--- src/rtl/alu_pkg.sv ---
// Shared widths, command/response record types and opcode set for the alu datapath.
// Latency: n/a (declarations only).
// Backpressure: n/a.
// Contents: ALU_* width constants, alu_op_e opcode enum, alu_cmd_t {a,b,op,tag},
//           alu_rsp_t {result,tag}.
package alu_pkg;

  localparam int ALU_WIDTH     = 8;
  localparam int ALU_OP_WIDTH  = 4;
  localparam int ALU_RES_WIDTH = 16;
  localparam int ALU_TAG_WIDTH = 4;

  typedef enum logic [ALU_OP_WIDTH-1:0] {
    OP_ADD   = 4'd0,
    OP_SUB   = 4'd1,
    OP_AND   = 4'd2,
    OP_OR    = 4'd3,
    OP_XOR   = 4'd4,
    OP_MUL   = 4'd5,
    OP_SHL   = 4'd6,
    OP_SHR   = 4'd7,
    OP_PASSA = 4'd8
  } alu_op_e;

  typedef struct packed {
    logic [ALU_WIDTH-1:0]     a;
    logic [ALU_WIDTH-1:0]     b;
    logic [ALU_OP_WIDTH-1:0]  op;
    logic [ALU_TAG_WIDTH-1:0] tag;
  } alu_cmd_t;

  typedef struct packed {
    logic [ALU_RES_WIDTH-1:0] result;
    logic [ALU_TAG_WIDTH-1:0] tag;
  } alu_rsp_t;

endpackage

--- src/rtl/alu_sync_fifo.sv ---
// Synchronous FIFO of T records with registered storage and an occupancy count.
// Latency: a push into an empty FIFO shows on head_o after the next edge (no fall-through).
// Backpressure: push ignored while full, pop ignored while empty; full/empty/count from registers only.
// Ports: clock/reset (async, active-high); push_i/push_dat_i write side; pop_i read side;
//        head_o oldest entry (0 when empty); full_o, empty_o, count_o ($clog2(DEPTH)+1 bits).
module alu_sync_fifo
  import alu_pkg::*;
#(
  parameter type T     = alu_rsp_t,
  parameter int  DEPTH = 4
) (
  input  logic                   clock,
  input  logic                   reset,
  input  logic                   push_i,
  input  T                       push_dat_i,
  input  logic                   pop_i,
  output T                       head_o,
  output logic                   full_o,
  output logic                   empty_o,
  output logic [$clog2(DEPTH):0] count_o
);

  localparam int AW = $clog2(DEPTH);
  localparam int CW = AW + 1;

  T              mem_q [DEPTH];
  logic [AW-1:0] wr_ptr_q, wr_ptr_d;
  logic [AW-1:0] rd_ptr_q, rd_ptr_d;
  logic [CW-1:0] count_q, count_d;
  logic          push_ok, pop_ok;

  assign full_o  = (count_q == CW'(DEPTH));
  assign empty_o = (count_q == '0);
  assign push_ok = push_i && !full_o;
  assign pop_ok  = pop_i && !empty_o;

  // DEPTH is a power of two, so pointers wrap naturally.
  always_comb begin
    wr_ptr_d = wr_ptr_q;
    rd_ptr_d = rd_ptr_q;
    count_d  = count_q;
    if (push_ok) wr_ptr_d = wr_ptr_q + AW'(1);
    if (pop_ok)  rd_ptr_d = rd_ptr_q + AW'(1);
    case ({push_ok, pop_ok})
      2'b10:   count_d = count_q + CW'(1);
      2'b01:   count_d = count_q - CW'(1);
      default: count_d = count_q;
    endcase
  end

  always_ff @(posedge clock or posedge reset) begin
    if (reset) begin
      wr_ptr_q <= '0;
      rd_ptr_q <= '0;
      count_q  <= '0;
    end else begin
      wr_ptr_q <= wr_ptr_d;
      rd_ptr_q <= rd_ptr_d;
      count_q  <= count_d;
    end
  end

  // Storage is not reset; head is forced to zero while empty so stale
  // entries never leak out after reset.
  always_ff @(posedge clock) begin
    if (push_ok) mem_q[wr_ptr_q] <= push_dat_i;
  end

  assign head_o  = empty_o ? '0 : mem_q[rd_ptr_q];
  assign count_o = count_q;

endmodule

--- src/rtl/alu_cmd_issuer.sv ---
// Buffers tagged alu commands, issues one per cycle to a fixed-latency alu, returns tagged results in order.
// Latency: accept at edge N, issue at N+1, capture at N+1+ALU_LATENCY, response valid after that edge.
// Backpressure: cmd_ready_out drops when the command FIFO is full; issue stalls on zero response credit.
// Ports: clock/reset (async, active-high); cmd_* valid/ready command input; alu_*_out registered
//        operands to the alu, alu_result_in back from it; rsp_* valid/ready response output;
//        inflight_out = issued-but-not-captured count, saturating at 7.
module alu_cmd_issuer
  import alu_pkg::*;
#(
  parameter int WIDTH       = ALU_WIDTH,
  parameter int OP_WIDTH    = ALU_OP_WIDTH,
  parameter int RES_WIDTH   = ALU_RES_WIDTH,
  parameter int TAG_WIDTH   = ALU_TAG_WIDTH,
  parameter int CMD_DEPTH   = 8,
  parameter int RSP_DEPTH   = 4,
  parameter int ALU_LATENCY = 1
) (
  input  logic                 clock,
  input  logic                 reset,
  input  logic                 cmd_valid_in,
  output logic                 cmd_ready_out,
  input  logic [WIDTH-1:0]     cmd_a_in,
  input  logic [WIDTH-1:0]     cmd_b_in,
  input  logic [OP_WIDTH-1:0]  cmd_op_in,
  input  logic [TAG_WIDTH-1:0] cmd_tag_in,
  output logic [WIDTH-1:0]     alu_a_out,
  output logic [WIDTH-1:0]     alu_b_out,
  output logic [OP_WIDTH-1:0]  alu_op_out,
  input  logic [RES_WIDTH-1:0] alu_result_in,
  output logic                 rsp_valid_out,
  input  logic                 rsp_ready_in,
  output logic [RES_WIDTH-1:0] rsp_result_out,
  output logic [TAG_WIDTH-1:0] rsp_tag_out,
  output logic [2:0]           inflight_out
);

  typedef struct packed {
    logic [WIDTH-1:0]     a;
    logic [WIDTH-1:0]     b;
    logic [OP_WIDTH-1:0]  op;
    logic [TAG_WIDTH-1:0] tag;
  } cmd_t;

  typedef struct packed {
    logic [RES_WIDTH-1:0] result;
    logic [TAG_WIDTH-1:0] tag;
  } rsp_t;

  localparam int CMD_CW = $clog2(CMD_DEPTH) + 1;
  localparam int RSP_CW = $clog2(RSP_DEPTH) + 1;

  // Command side
  cmd_t              cmd_push_dat, cmd_head;
  logic              cmd_push, cmd_full, cmd_empty;
  logic [CMD_CW-1:0] cmd_count;

  // Response side
  rsp_t              rsp_push_dat, rsp_head;
  logic              rsp_push, rsp_pop, rsp_full, rsp_empty;
  logic [RSP_CW-1:0] rsp_count;

  // Issue / credit
  logic issue, credit_ok;
  int   inflight_cnt;

  // Alu operand registers
  logic [WIDTH-1:0]    alu_a_q, alu_a_d;
  logic [WIDTH-1:0]    alu_b_q, alu_b_d;
  logic [OP_WIDTH-1:0] alu_op_q, alu_op_d;

  // Valid/tag pipe mirroring the alu latency; the last stage lines up with alu_result_in
  logic [ALU_LATENCY-1:0] vld_q, vld_d;
  logic [TAG_WIDTH-1:0]   tag_q [ALU_LATENCY];
  logic [TAG_WIDTH-1:0]   tag_d [ALU_LATENCY];

  // ---------------------------------------------------------------- command FIFO
  // Ready comes from the registered count only: a pop in the same cycle does
  // not open a slot until the next edge.
  assign cmd_ready_out = (cmd_count != CMD_CW'(CMD_DEPTH));
  assign cmd_push      = cmd_valid_in && cmd_ready_out;
  assign cmd_push_dat  = '{a: cmd_a_in, b: cmd_b_in, op: cmd_op_in, tag: cmd_tag_in};

  alu_sync_fifo #(
    .T     (cmd_t),
    .DEPTH (CMD_DEPTH)
  ) u_cmd_fifo (
    .clock      (clock),
    .reset      (reset),
    .push_i     (cmd_push),
    .push_dat_i (cmd_push_dat),
    .pop_i      (issue),
    .head_o     (cmd_head),
    .full_o     (cmd_full),
    .empty_o    (cmd_empty),
    .count_o    (cmd_count)
  );

  // ---------------------------------------------------------------- credit / issue
  // Every issued command owns a response slot from issue until it leaves the
  // response FIFO, so counting pipe entries plus stored responses bounds the
  // FIFO occupancy at capture time. Same-cycle response pops are not credited
  // back until the count register updates.
  always_comb begin
    inflight_cnt = 0;
    for (int i = 0; i < ALU_LATENCY; i++) begin
      inflight_cnt = inflight_cnt + int'(vld_q[i]);
    end
    credit_ok = (int'(rsp_count) + inflight_cnt) < RSP_DEPTH;
    issue     = !cmd_empty && credit_ok;
  end

  assign inflight_out = (inflight_cnt > 7) ? 3'd7 : 3'(inflight_cnt);

  // Operands hold their last value when idle; the pipe shifts every cycle.
  always_comb begin
    alu_a_d  = alu_a_q;
    alu_b_d  = alu_b_q;
    alu_op_d = alu_op_q;
    if (issue) begin
      alu_a_d  = cmd_head.a;
      alu_b_d  = cmd_head.b;
      alu_op_d = cmd_head.op;
    end
    vld_d[0] = issue;
    tag_d[0] = issue ? cmd_head.tag : '0;
    for (int i = 1; i < ALU_LATENCY; i++) begin
      vld_d[i] = vld_q[i-1];
      tag_d[i] = tag_q[i-1];
    end
  end

  always_ff @(posedge clock or posedge reset) begin
    if (reset) begin
      alu_a_q  <= '0;
      alu_b_q  <= '0;
      alu_op_q <= '0;
      vld_q    <= '0;
      for (int i = 0; i < ALU_LATENCY; i++) tag_q[i] <= '0;
    end else begin
      alu_a_q  <= alu_a_d;
      alu_b_q  <= alu_b_d;
      alu_op_q <= alu_op_d;
      vld_q    <= vld_d;
      for (int i = 0; i < ALU_LATENCY; i++) tag_q[i] <= tag_d[i];
    end
  end

  assign alu_a_out  = alu_a_q;
  assign alu_b_out  = alu_b_q;
  assign alu_op_out = alu_op_q;

  // ---------------------------------------------------------------- capture / response
  assign rsp_push     = vld_q[ALU_LATENCY-1];
  assign rsp_push_dat = '{result: alu_result_in, tag: tag_q[ALU_LATENCY-1]};
  assign rsp_pop      = rsp_valid_out && rsp_ready_in;

  alu_sync_fifo #(
    .T     (rsp_t),
    .DEPTH (RSP_DEPTH)
  ) u_rsp_fifo (
    .clock      (clock),
    .reset      (reset),
    .push_i     (rsp_push),
    .push_dat_i (rsp_push_dat),
    .pop_i      (rsp_pop),
    .head_o     (rsp_head),
    .full_o     (rsp_full),
    .empty_o    (rsp_empty),
    .count_o    (rsp_count)
  );

  assign rsp_valid_out  = !rsp_empty;
  assign rsp_result_out = rsp_head.result;
  assign rsp_tag_out    = rsp_head.tag;

  // The credit scheme must make a capture into a full response FIFO impossible;
  // likewise a command push must never land on a full command FIFO.
  a_rsp_no_overflow: assert property (@(posedge clock) disable iff (reset) !(rsp_push && rsp_full));
  a_cmd_no_overflow: assert property (@(posedge clock) disable iff (reset) !(cmd_push && cmd_full));

endmodule

--- config.mk ---
export PLATFORM = sky130hd
export DESIGN_NAME = alu_cmd_issuer
export DESIGN_NICKNAME = d
export VERILOG_FILES = /design/src/rtl/alu_pkg.sv /design/src/rtl/alu_sync_fifo.sv /design/src/rtl/alu_cmd_issuer.sv
export SDC_FILE = /design/constraint.sdc
export NUM_CORES = 1
export LEC_CHECK = 0
export ABC_AREA = 1
export CORE_UTILIZATION = 35
export DETAILED_ROUTE_END_ITERATION = 7
export GPL_ROUTABILITY_DRIVEN = 1
export GPL_TIMING_DRIVEN = 0
export HOLD_SLACK_MARGIN = 0.15
export PLACE_DENSITY_LB_ADDON = 0.2
export SLEW_MARGIN = 30
export SYNTH_ARGS = -nofsm -noshare
export SYNTH_HDL_FRONTEND = slang
export SYNTH_HIERARCHICAL = 1
export SYNTH_SLANG_ARGS = --single-unit
--- constraint.sdc ---
create_clock -name clock -period 3.6 [get_ports clock]
set_input_delay 0.72 -clock clock [delete_from_list [all_inputs] [get_ports clock]]
set_output_delay 0.72 -clock clock [all_outputs]
set_load 0.01 [all_outputs]
==> flow_summary.toml, run 1 <==
[floorplan]
die_h_um = 197.0
core_area_um2 = 37490
dieArea_um2 = 38790
core.rowCount = 71
die_width_um = 197.0
initial_core_util_pct = 35.48
ioPinCount = 89

[clock_tree]
cts_resized = 0
postCtsSetupBuffers = 0
cts_sinks = 314
root_buffer = "clkbuf_16"
clk_latency_ns = 0.53
numCtsBuffers = 36
cts_tree = "done"
cts_max_level = 2
clk_path_buf_depth = 3
ctsHoldBuffers = 0
path_clk_slew_ns = 0.06

[worst_setup_path]
cp_slowest_cell = "dfrtp_1"
slowest_delay_ns = 0.45
end_kind = "flip-flop"
criticalPathCategory = "reg2reg"
worst_path_dominant_cell_family = "simple AND/OR/NAND/NOR gates"
cp.arrival_ns = 3.46
cp.required_ns = 4.03
critical_path.max_fanout = 10
rrSetupSlack_ns = 0.58
path_cells = "nor2_1 -> nand2_2 -> buf_2 -> inv_1 -> nor2_4 -> nand2_4 -> buf_6 -> inv_1 -> nand2_1 -> inv_1 -> ha_1 -> nor2_1 -> nor2_1 -> ha_1 -> a21oi_1 -> or2_2 -> a31oi_1"
worstSetupStartpointType = "flip-flop"
path_buf_inv = 5

[global_route]
gr-total-overflow = 0
grt_max_degree = 26
grt_usage_pct = 16.58
first_global_vias = 8276
antenna_found_initial = 0
grt_pass1_wl_mm = 48.38

[layout]
drive_gt1_share_pct = 14.77
final_cell_mix = "edfxtp_1, nor2_1, nand2_1"
fillers = 3528
antenna_cells = 0
final_core_util_pct = 43.43
area_delta_synth_final_pct = 22.38
finalNonFillerCells = 1811
fin_area_um2 = 16280
final_common_cell = "edfxtp_1"
fin_nets = 1331

[logic_synthesis]
yosysWarningCount = 6
synthCells = 1139
synth_area_um2 = 13300
syn_area_per_cell_um2 = 11.68

[drt]
drcViolationCount = 0
drt_iter0_drc = 525
wl_per_cell_um = 17.48
dr.pass1.iters = 5
vias = 8419
drtAntennaViolNets = 0
wl_mm = 31.66
viasPerCell = 4.649

[timing]
timing.final.crit_share_pct = 83.99
rsz0062_at_grt = "false"
setup_viol = 0
slew_headroom_pct = 52.92
worstMarginPinSlew_ns = 0.7063
clock_skew_ns = 0.02179
fmax_ghz = 0.3307
fin_crit_ns = 3.024
report.final.slew_viol_count = 0
hold_viol_final = 0

[placed_design]
placed_cell_area_um2 = 15230
placedCellCount = 1749
io_buffer_count = 86
hpwl_mm = 21.18
gp_congestion = 0.7587

[power_and_ir_drop]
p_seq_share_pct = 35.1
power_frac_clock_pct = 22.4
p_int_w = 0.009131
power.density_nw_per_um2 = 903.1
p_leak_nw = 6.284
finalPower_w = 0.01470
power_frac_comb_pct = 42.5
vdd_drop_max_mv = 0.3556
swShare_pct = 37.89
switchingPower_w = 0.005570

[min_path]
holdCritPathClass = "reg2reg"

[flow_run]
maxCapViolations = 0

[run_status]
run_status = "complete, no violations"
==> metrics by stage <==
step,worst slack (ns),hold WS [ns],TNS (ns)
floorplan,0.8359,0.4547,0
global placement,-0.8233,0.4575,-133.59
detailed placement,0.5682,0.4583,0
CTS,0.5542,0.4730,0
global route,0.3500,0.4889,0
finish,0.5764,0.4707,0
==> worst paths after layout <==
path | start | end | depth (start not counted)
worst max-delay path | u_cmd_fifo/count_o[2] | u_cmd_fifo/count_o[2] | 17
worst min-delay path | alu_b_out[7] | alu_b_out[7] | 2
worst max register to register | u_cmd_fifo/count_o[2] | u_cmd_fifo/count_o[2] | 17
worst min register to register | alu_b_out[7] | alu_b_out[7] | 2
max in group asynchronous | reset | alu_b_out[0] | 2
min in group asynchronous | reset | u_rsp_fifo/wr_ptr_q[0] | 2
==> power groups by stage <==
stage	sequential [W]	clock [W]	combinational, W
3_5_place_dp	0.00524	0	0.00632
6_report	0.00516	0.00329	0.00625
2_1_floorplan	0.00523	0	0.00373
5_1_grt	0.00524	0.00353	0.00689
3_3_place_gp	0.00526	0	0.00592
4_1_cts	0.00517	0.00338	0.00633
==> cell type report <==
class	count	area (um^2)	share of cell area (%)
clock inverter	13	92.59	0.5687
timing repair buffer	98	1191	7.317
multi-input combinational	645	3304	20.30
clock buffer	49	959.7	5.895
buffer	62	421.7	2.590
tap	511	639.4	3.927
sequential	314	9219	56.63
inverter	119	451.7	2.775
==> flip-flops by register name (all words and copies together), names as in the netlist <==
signal / count
u_cmd_fifo/rd_ptr_q: 3
u_rsp_fifo/mem_q: 80
alu_op_out: 4
u_cmd_fifo/count_o: 4
alu_a_out: 8
alu_b_out: 8
tag_q: 4
u_rsp_fifo/count_o: 3
rsp_push: 1
u_cmd_fifo/wr_ptr_q: 3
u_cmd_fifo/mem_q: 192
u_rsp_fifo/wr_ptr_q: 2
u_rsp_fifo/rd_ptr_q: 2
==> layer usage <==
layer	up-vias	part of all wire, %	GRT usage [%]
li1	4141	-	-
met1	3994	44	21.91
met2	224	48	28.05
met3	60	5.1	2.481
met4	0	2.4	5.168
met5	-	0	0
==> worst register-to-register path: cells and delay by family, from the launching register on <==
family | cells | cell delay (ns)
AND/OR/NAND/NOR | 8 | 1.11
buffers and inverters | 5 | 0.81
flip-flops | 1 | 0.45
adder cells (fa/ha/maj) | 2 | 0.40
AO/OA/AOI/OAI | 2 | 0.17
Note: power is estimated with default switching activity, not from simulation.
==> run 2, diff against run 1 <==
==> constraint.sdc (replaced) <==
create_clock -name clock -period 2.68 [get_ports clock]
set_input_delay 0.536 -clock clock [delete_from_list [all_inputs] [get_ports clock]]
set_output_delay 0.536 -clock clock [all_outputs]
set_load 0.01 [all_outputs]
==> flow_summary.toml, run 2 (synthesis results as in run 1) <==
[timing]
clock_skew_ns = 0.02192
rsz0062_at_grt = "true"
report.final.slew_viol_count = 0
fin_crit_ns = 2.636
slew_headroom_pct = 53.78
fmax_ghz = 0.3793
timing.final.crit_share_pct = 98.37
worstMarginPinSlew_ns = 0.6934
hold_viol_final = 0
setup_viol = 0

[floorplan]
ioPinCount = 89
die_h_um = 197.0
core.rowCount = 71
die_width_um = 197.0
core_area_um2 = 37490
dieArea_um2 = 38790
initial_core_util_pct = 35.48

[layout]
final_cell_mix = "edfxtp_1, nor2_1, nand2_1"
final_core_util_pct = 43.50
largest_register_ffs = 192
finalNonFillerCells = 1812
regMostFlops = "u_cmd_fifo/mem_q"
area_delta_synth_final_pct = 22.59
top_regs = "u_cmd_fifo/mem_q (192), u_rsp_fifo/mem_q (80)"
fin_nets = 1332
drive_gt1_share_pct = 15.45
antenna_cells = 0
final_common_cell = "edfxtp_1"

[clock_tree]
numCtsBuffers = 36
cts_max_level = 2
cts_tree = "done"
clk_path_buf_depth = 3
cts_sinks = 314
path_clk_slew_ns = 0.06
clk_latency_ns = 0.53
root_buffer = "clkbuf_16"

[worst_setup_path]
end_kind = "primary output"
cp.required_ns = 2.14
slowest_delay_ns = 0.56
criticalPathCategory = "reg2out"
worst_path_dominant_cell_family = "buffers and inverters"
reg2reg_from = "u_cmd_fifo/count_o[2]"
critical_path.max_fanout = 10
path_buf_inv = 3
cp.arrival_ns = 2.10
path_cells = "buf_6 -> buf_2 -> nand2_1 -> nand3_2 -> a21oi_2 -> clkdlybuf4s50_1"
worstSetupStartpointType = "flip-flop"
r2r_cells = 16
r2r_end = "u_cmd_fifo/count_o[2]"
rrSetupSlack_ns = 0.15
cp_slowest_cell = "clkdlybuf4s50_1"

[drt]
drt_iter0_drc = 526
wl_per_cell_um = 17.45
viasPerCell = 4.648
vias = 8422
drcViolationCount = 0
drtAntennaViolNets = 0
dr.pass1.iters = 5
wl_mm = 31.62

[global_route]
antenna_found_initial = 0
grt_usage_pct = 16.58
grt_max_degree = 26
first_global_vias = 8282
grt_pass1_wl_mm = 48.42
gr-total-overflow = 0

[run_status]
run_status = "complete, no violations"

[placed_design]
gp_congestion = 0.7587
placedCellCount = 1749
hpwl_mm = 21.18
io_buffer_count = 86

[min_path]
holdCritPathClass = "in2async"

[power_and_ir_drop]
p_leak_nw = 6.346
vdd_drop_max_mv = 0.4774
switchingPower_w = 0.007488
power_frac_comb_pct = 42.3
p_int_w = 0.01219
power_frac_clock_pct = 22.5
power.density_nw_per_um2 = 1207
swShare_pct = 38.05
finalPower_w = 0.01968
p_seq_share_pct = 35.3

[flow_run]
maxCapViolations = 0
[run 2: cell types whose count changed in the layout (fill, tap and decap cells not counted), sizes merged]
| cell | delta |
|---|---|
| clkdlybuf4s50 | -13 |
| clkbuf | +1 |
| dlymetal6s2s | +4 |
| dlygate4sd2 | +9 |
[run 2: final cells by class]
cell class	instances	area, um^2
Fill cell	3523	21180
Sequential cell	314	9224
Timing Repair Buffer	100	1205
Inverter	119	451.7
Multi-Input combinational cell	645	3321
Tap cell	511	639.4
Buffer	61	415.4
Clock buffer	49	959.7
Clock inverter	13	92.59
[run 2: worst max path at each step]
stage | cells after the start | to | startpoint | slack [ns]
2_1_floorplan | 4 | u_cmd_fifo/mem_q[0][0] | cmd_valid_in | 0.1
3_3_place_gp | 5 | u_cmd_fifo/mem_q[0][8] | cmd_valid_in | -1.56
3_5_place_dp | 17 | u_cmd_fifo/count_o[2] | u_cmd_fifo/count_o[2] | -0.35
4_1_cts | 6 | rsp_result_out[13] | u_rsp_fifo/rd_ptr_q[0] | 0.0006
5_1_grt | 6 | rsp_result_out[13] | u_rsp_fifo/count_o[0] | -0.05
6_report | 6 | rsp_result_out[13] | u_rsp_fifo/rd_ptr_q[0] | 0.04
[run 2: repair_timing]
item                       CTS  global route
resized for setup           14            10
setup endpoints to repair   16            13
buffers inserted             2             0
pin swaps                    1             0
hold buffers                 0             0
[run 2: power by group through the flow]
| stage | Sequential (W) | Combinational [W] | Clock, W |
|---|---|---|---|
| 2_1_floorplan | 0.00703 | 0.00501 | 0 |
| 3_5_place_dp | 0.00703 | 0.00849 | 0 |
| 3_3_place_gp | 0.00707 | 0.00795 | 0 |
| 4_1_cts | 0.00694 | 0.00844 | 0.00454 |
| 5_1_grt | 0.00704 | 0.00919 | 0.00474 |
| 6_report | 0.00694 | 0.00832 | 0.00442 |
[run 2: through the flow]
stage | hold slack [ns] | setup TNS (ns) | worst slack [ns] | area [um^2]
6_report | 0.3936 | 0 | 0.04369 | 16310
5_1_grt | 0.4384 | -0.2837 | -0.04855 | 16310
4_1_cts | 0.3829 | 0 | 0.0005811 | 16290
3_5_place_dp | 0.4583 | -9.265 | -0.3518 | 15230
3_3_place_gp | 0.4575 | -288.62 | -1.559 | 14810
2_1_floorplan | 0.3394 | 0 | 0.09992 | 13310
[run 2: routing by layer]
| metal | part of all wire [%] | vias up | GRT usage [%] |
|---|---|---|---|
| met3 | 4.9 | 62 | 2.533 |
| met4 | 2.5 | 0 | 5.254 |
| met2 | 48 | 219 | 27.90 |
| li1 | - | 4142 | - |
| met1 | 44 | 3999 | 21.97 |
| met5 | 0 | - | 0 |
